<file path="src/rtl/trig_arbiter_if.sv">
// Requester-side bundle for trig_arbiter.
// master = game logic issuing requests, slave = the arbiter.
interface trig_arbiter_if #(
    parameter int THETA_WIDTH = 6
);
    logic [1:0]             req_i;
    logic [THETA_WIDTH-1:0] theta0_i;
    logic [THETA_WIDTH-1:0] theta1_i;
    logic [1:0]             gnt_o;
    logic [7:0]             sin_o;
    logic [7:0]             cos_o;
    logic [1:0]             valid_o;

    modport master (
        output req_i, theta0_i, theta1_i,
        input  gnt_o, sin_o, cos_o, valid_o
    );

    modport slave (
        input  req_i, theta0_i, theta1_i,
        output gnt_o, sin_o, cos_o, valid_o
    );
endinterface

</file>
<file path="src/rtl/trig_arbiter.sv">
// trig_arbiter: shares one combinational sine LUT between two requesters.
// Each granted request does two lookups: sin(theta), then sin(theta + quarter
// turn) as the cosine. The (sin, cos) pair is returned with a one-cycle valid.
// Optional feature macro: TRIG_ARB_ROUND_ROBIN_EN (round-robin tie breaking);
// when undefined, requester 0 has fixed priority on ties.
//
// state | meaning
// IDLE  | sample req_i, pick winner, latch its angle
// SIN   | gnt pulse, LUT addressed with theta, capture sine
// COS   | LUT addressed with theta + quarter turn, capture cosine
// DONE  | valid pulse to owner, update last-winner
module trig_arbiter #(
    parameter int THETA_WIDTH = 6
) (
    input  logic                   CLK,
    input  logic                   RST_N,
    trig_arbiter_if.slave          bus,
    output logic [THETA_WIDTH-1:0] lut_theta_o,
    input  logic [7:0]             lut_sin_i
);

    if (THETA_WIDTH < 3) begin : g_bad_width
        $error("trig_arbiter: THETA_WIDTH must be >= 3");
    end

    localparam logic [THETA_WIDTH-1:0] QUARTER = THETA_WIDTH'(1) << (THETA_WIDTH - 2);

    typedef enum logic [1:0] {
        IDLE = 2'd0,
        SIN  = 2'd1,
        COS  = 2'd2,
        DONE = 2'd3
    } state_t;

    state_t                 r_state;
    logic [THETA_WIDTH-1:0] r_theta_l;
    logic                   r_owner;
    logic                   w_winner;
    logic [THETA_WIDTH-1:0] w_theta_sel;

`ifdef TRIG_ARB_ROUND_ROBIN_EN
    logic r_last_winner;

    // Round-robin pick: on a tie the requester that did not win last time goes.
    always_comb begin
        w_winner = 1'b0;
        if (bus.req_i == 2'b10) begin
            w_winner = 1'b1;
        end else if (bus.req_i == 2'b11) begin
            w_winner = ~r_last_winner;
        end
    end

    // Last-winner history, updated once the transaction completes.
    always_ff @(posedge CLK or negedge RST_N) begin
        if (!RST_N) begin
            r_last_winner <= 1'b1;
        end else if (r_state == DONE) begin
            r_last_winner <= r_owner;
        end
    end
`else
    // Fixed priority: requester 1 wins only when requester 0 is idle.
    always_comb begin
        w_winner = 1'b0;
        if (bus.req_i == 2'b10) begin
            w_winner = 1'b1;
        end
    end
`endif

    // Angle of the winning requester.
    always_comb begin
        w_theta_sel = w_winner ? bus.theta1_i : bus.theta0_i;
    end

    // Sequencer FSM; every output is a register so nothing passes req/theta
    // combinationally to the outputs. The LUT address is loaded one state
    // early so it is already stable in the cycle its data is captured.
    always_ff @(posedge CLK or negedge RST_N) begin
        if (!RST_N) begin
            r_state      <= IDLE;
            r_theta_l    <= '0;
            r_owner      <= 1'b0;
            lut_theta_o  <= '0;
            bus.gnt_o    <= 2'b00;
            bus.valid_o  <= 2'b00;
            bus.sin_o    <= 8'h00;
            bus.cos_o    <= 8'h00;
        end else begin
            case (r_state)
                IDLE: begin
                    if (bus.req_i != 2'b00) begin
                        r_theta_l   <= w_theta_sel;
                        r_owner     <= w_winner;
                        lut_theta_o <= w_theta_sel;
                        bus.gnt_o   <= w_winner ? 2'b10 : 2'b01;
                        r_state     <= SIN;
                    end
                end
                SIN: begin
                    bus.gnt_o   <= 2'b00;
                    bus.sin_o   <= lut_sin_i;
                    lut_theta_o <= r_theta_l + QUARTER;
                    r_state     <= COS;
                end
                COS: begin
                    bus.cos_o   <= lut_sin_i;
                    bus.valid_o <= r_owner ? 2'b10 : 2'b01;
                    r_state     <= DONE;
                end
                DONE: begin
                    bus.valid_o <= 2'b00;
                    r_state     <= IDLE;
                end
                default: r_state <= IDLE;
            endcase
        end
    end

endmodule

</file>
<file path="src/flat_wrapper.sv">
// flat-port wrapper written by rule: the top's interface ports become plain ports
module trig_arbiter_flat 
#(
    parameter int THETA_WIDTH = 6
)
  (CLK, RST_N, lut_theta_o, lut_sin_i, bus_req_i, bus_theta0_i, bus_theta1_i, bus_gnt_o, bus_sin_o, bus_cos_o, bus_valid_o);
  trig_arbiter_if #(.THETA_WIDTH(THETA_WIDTH)) bus_i ();
  input  logic CLK;
  input  logic RST_N;
  output logic [THETA_WIDTH-1:0] lut_theta_o;
  input  logic [7:0] lut_sin_i;
  input wire logic [$bits(bus_i.req_i)-1:0] bus_req_i;
  input wire logic [$bits(bus_i.theta0_i)-1:0] bus_theta0_i;
  input wire logic [$bits(bus_i.theta1_i)-1:0] bus_theta1_i;
  output wire logic [$bits(bus_i.gnt_o)-1:0] bus_gnt_o;
  output wire logic [$bits(bus_i.sin_o)-1:0] bus_sin_o;
  output wire logic [$bits(bus_i.cos_o)-1:0] bus_cos_o;
  output wire logic [$bits(bus_i.valid_o)-1:0] bus_valid_o;
  assign bus_i.req_i = bus_req_i;
  assign bus_i.theta0_i = bus_theta0_i;
  assign bus_i.theta1_i = bus_theta1_i;
  assign bus_gnt_o = bus_i.gnt_o;
  assign bus_sin_o = bus_i.sin_o;
  assign bus_cos_o = bus_i.cos_o;
  assign bus_valid_o = bus_i.valid_o;
  trig_arbiter #(.THETA_WIDTH(THETA_WIDTH)) u_core (.CLK(CLK), .RST_N(RST_N), .bus(bus_i), .lut_theta_o(lut_theta_o), .lut_sin_i(lut_sin_i));
endmodule
</file>
<file path="config.mk">
export PLATFORM = sky130hd
export DESIGN_NAME = trig_arbiter_flat
export DESIGN_NICKNAME = d
export VERILOG_FILES = /design/src/rtl/trig_arbiter_if.sv /design/src/rtl/trig_arbiter.sv /design/src/flat_wrapper.sv
export SDC_FILE = /design/constraint.sdc
export NUM_CORES = 1
export LEC_CHECK = 0
export ABC_AREA = 0
export CAP_MARGIN = 25
export CORE_AREA = 3 3 82 84
export CTS_CLUSTER_DIAMETER = 50
export DETAILED_ROUTE_END_ITERATION = 12
export DIE_AREA = 0 0 85 87
export SYNTH_ARGS = -nofsm -noshare
export SYNTH_HDL_FRONTEND = slang
export SYNTH_SLANG_ARGS = --single-unit
</file>
<file path="constraint.sdc">
create_clock -name CLK -period 1.9 [get_ports CLK]
set_input_delay 0.57 -clock CLK [delete_from_list [all_inputs] [get_ports CLK]]
set_output_delay 0.57 -clock CLK [all_outputs]
set_load 0.05 [all_outputs]
</file>
==> results.cfg <==
[run_status]
outcome = finished clean

[floorplan]
die_x_um = 85
die_h_um = 87
ioPinCount = 50
num_rows = 28
die-area_mm2 = 0.00740
start_util = 0.277
core_mm2 = 0.00599

[yosys]
synth_nets = 167
seq_area_frac_synth = 0.527
synth_area_leaders = dfrtp_1, mux2_2, a211oi_1
netlist_instances = 137
synth_top_area_share = 0.527
yosysWarnings = 0
synthFlopType = dfrtp_1
synth-edff-count = 0
avgSynthCellArea_um2 = 12.1
netlist_area_mm2 = 0.00166
yosys.area.top_type = dfrtp_1
async_flop_share = 1.00
ys_seq_elements = 35
synth_cell_types = 27

[worst_hold_path]
min_path_type = input port to asynchronous set/reset pin

[cts]
clk_pin_slew_ps = 80
clockBufferDepth = 2
clkSinkCount = 35
cts_setup_buffers = 0
cts-root-buf = clkbuf_8
cts_buffers = 5
cts_htree_levels = 2
clkLatencyLatePin_ps = 280
cts_tree = yes

[sta]
finalHoldViolations = 0
max_freq_mhz = 593
period_needed_ps = 1690
setup_viol = 0
slew_headroom = 0.684
tightest_slew_ps = 473
rsz0062_at_grt = no
fin_skew_ps = 7.36
fin_ws_ps = 214
maxSlewViolCount = 0
post-route-period-util = 0.887

[detailed_routing]
drc = 0
drt_iter0_markers = 54
wl_um = 3680
drtPass1Iterations = 4
vias = 1212
route.detailed.vias_per_inst = 4.41
drt.antenna.violating_nets = 0
wire_per_inst_um = 13.4

[worst_setup_path]
r2r_cells = 6
critPathRequiredTime_ps = 2100
worstPathArrival_ps = 1880
worst_setup_path_end_kind = flip-flop
worstSetupStartpointType = flip-flop
r2r_end = u_core.lut_theta_o[0]$_DFFE_PN0P_
path_class = flip-flop to flip-flop
startpoint = u_core.r_state[0]$_DFFE_PN0P_
path_max_fanout = 9
r2r-start = u_core.r_state[0]$_DFFE_PN0P_
reg2reg_setup_slack_ps = 210

[global_routing]
grt_max_degree = 36
track_usage = 0.112
antenna_found_initial = 0
grt_pass1_wl_um = 6550
grt_overflow = 0
grt_pass1_vias = 1332

[placed_design]
placed_cell_area_mm2 = 0.00225
gp_congestion = 0.794
dpl_worst_slack_ps = -155
hpwlAfterDp_um = 2790
port_buffers = 49

[job]
maxCapViolCount = 0

[finish]
fill_cells = 596
fin_nets = 229
syn_to_final_growth_pct = 44.1
finish.instance_area_mm2 = 0.00239
drive_gt1_frac = 0.365
antenna_cells = 0
layout_commonest_cell = buf_4
mostFrequentLayoutCells = buf_4, dfrtp_1, clkdlybuf4s50_1

[pwr]
p_leak_nw = 1.09
powerDensity_mw_per_mm2 = 2050
irDropWorstVdd_v = 0.000752
[per-stage QoR]
step | setup TNS [ps] | power, mW | hold WS, ps | util | cells
after floorplan | 0 | 3.28 | 274 | - | 137
after detailed placement | -889 | 4.16 | 486 | 0.376 | 267
after global placement | -182 | 4.13 | 487 | 0.376 | 267
after CTS | 0 | 4.98 | 320 | 0.398 | 275
after global routing | 0 | 5.24 | 340 | 0.400 | 275
final | 0 | 4.91 | 313 | 0.400 | 275
[synthesized netlist by cell type, types with 2 or more instances]
cell type	instances
a211o_1	2
a211oi_1	12
a21oi_1	9
and3b_1	6
buf_2	5
clkbuf_1	2
dfrtp_1	35
ha_1	6
inv_1	11
mux2_2	16
mux2i_1	3
nand2b_1	2
nor2_1	2
nor2b_1	4
o21ai_0	5
o21ai_1	2
o2bb2ai_1	2
o31ai_2	4
[layer usage]
metal / GRT usage / vias to the layer above / part of all wire
met4: 0.0475 / 0 / 0.014
met5: 0 / - / 0
met3: 0.0246 / 4 / 0.037
li1: - / 609 / -
met2: 0.191 / 24 / 0.51
met1: 0.135 / 575 / 0.44
[report_power, final]
group	total, mW	internal [mW]	switching [mW]
registers	1.33	1.13	0.206
logic	2.77	1.08	1.69
clock network	0.807	0.524	0.283
total	4.91	2.73	2.18
[sequential cells by signal, summed over array words and instances (netlist names)]
signal / flops
u_core.r_owner: 1
u_core.bus.sin_o: 8
u_core.bus.cos_o: 8
u_core.r_theta_l: 6
u_core.bus.gnt_o: 2
u_core.bus.valid_o: 2
u_core.lut_theta_o: 6
u_core.r_state: 2
[area by class of cell]
cell class | instances | area [um^2] | area share
clock buffers | 5 | 68.8 | 0.0288
clock inverters | 3 | 67.6 | 0.0282
inverters | 11 | 41.3 | 0.0173
multi-input cells | 82 | 701 | 0.293
flip-flops and latches | 35 | 876 | 0.366
well taps | 75 | 93.8 | 0.0392
repair buffers | 64 | 546 | 0.228
[logic make-up after synthesis]
logic type | synth area share
adders and majority gates | 0.0452
AOI/OAI and AO/OA | 0.160
buffers and inverters | 0.0557
and+or+nand+nor | 0.0738
muxes | 0.133
DFF | 0.527
xor gates and xnor gates | 0.00527
[worst max-delay path by stage]
stage	end	slack (ps)	cells after the start
after floorplan	u_core.r_state[1]$_DFFE_PN0P_	300	5
after global placement	u_core.lut_theta_o[2]$_DFFE_PN0P_	-40	5
after detailed placement	u_core.r_state[1]$_DFFE_PN0P_	-160	4
after CTS	u_core.r_state[1]$_DFFE_PN0P_	8	5
after global routing	u_core.lut_theta_o[0]$_DFFE_PN0P_	70	6
final	u_core.lut_theta_o[0]$_DFFE_PN0P_	210	6
[what timing repair did]
item,CTS,global route
resized for setup,0,2
setup endpoints to repair,0,9
hold buffers,0,0
hold endpoints to repair,0,0
[critical path, cell delays in order (launching register included)]
cell and delay (ps):
dfrtp_1 430, inv_1 150, ha_2 250, nor2_2 110, or2_1 270, buf_4 160, o31ai_2 220
No activity file was read; power rests on OpenSTA's default activity.
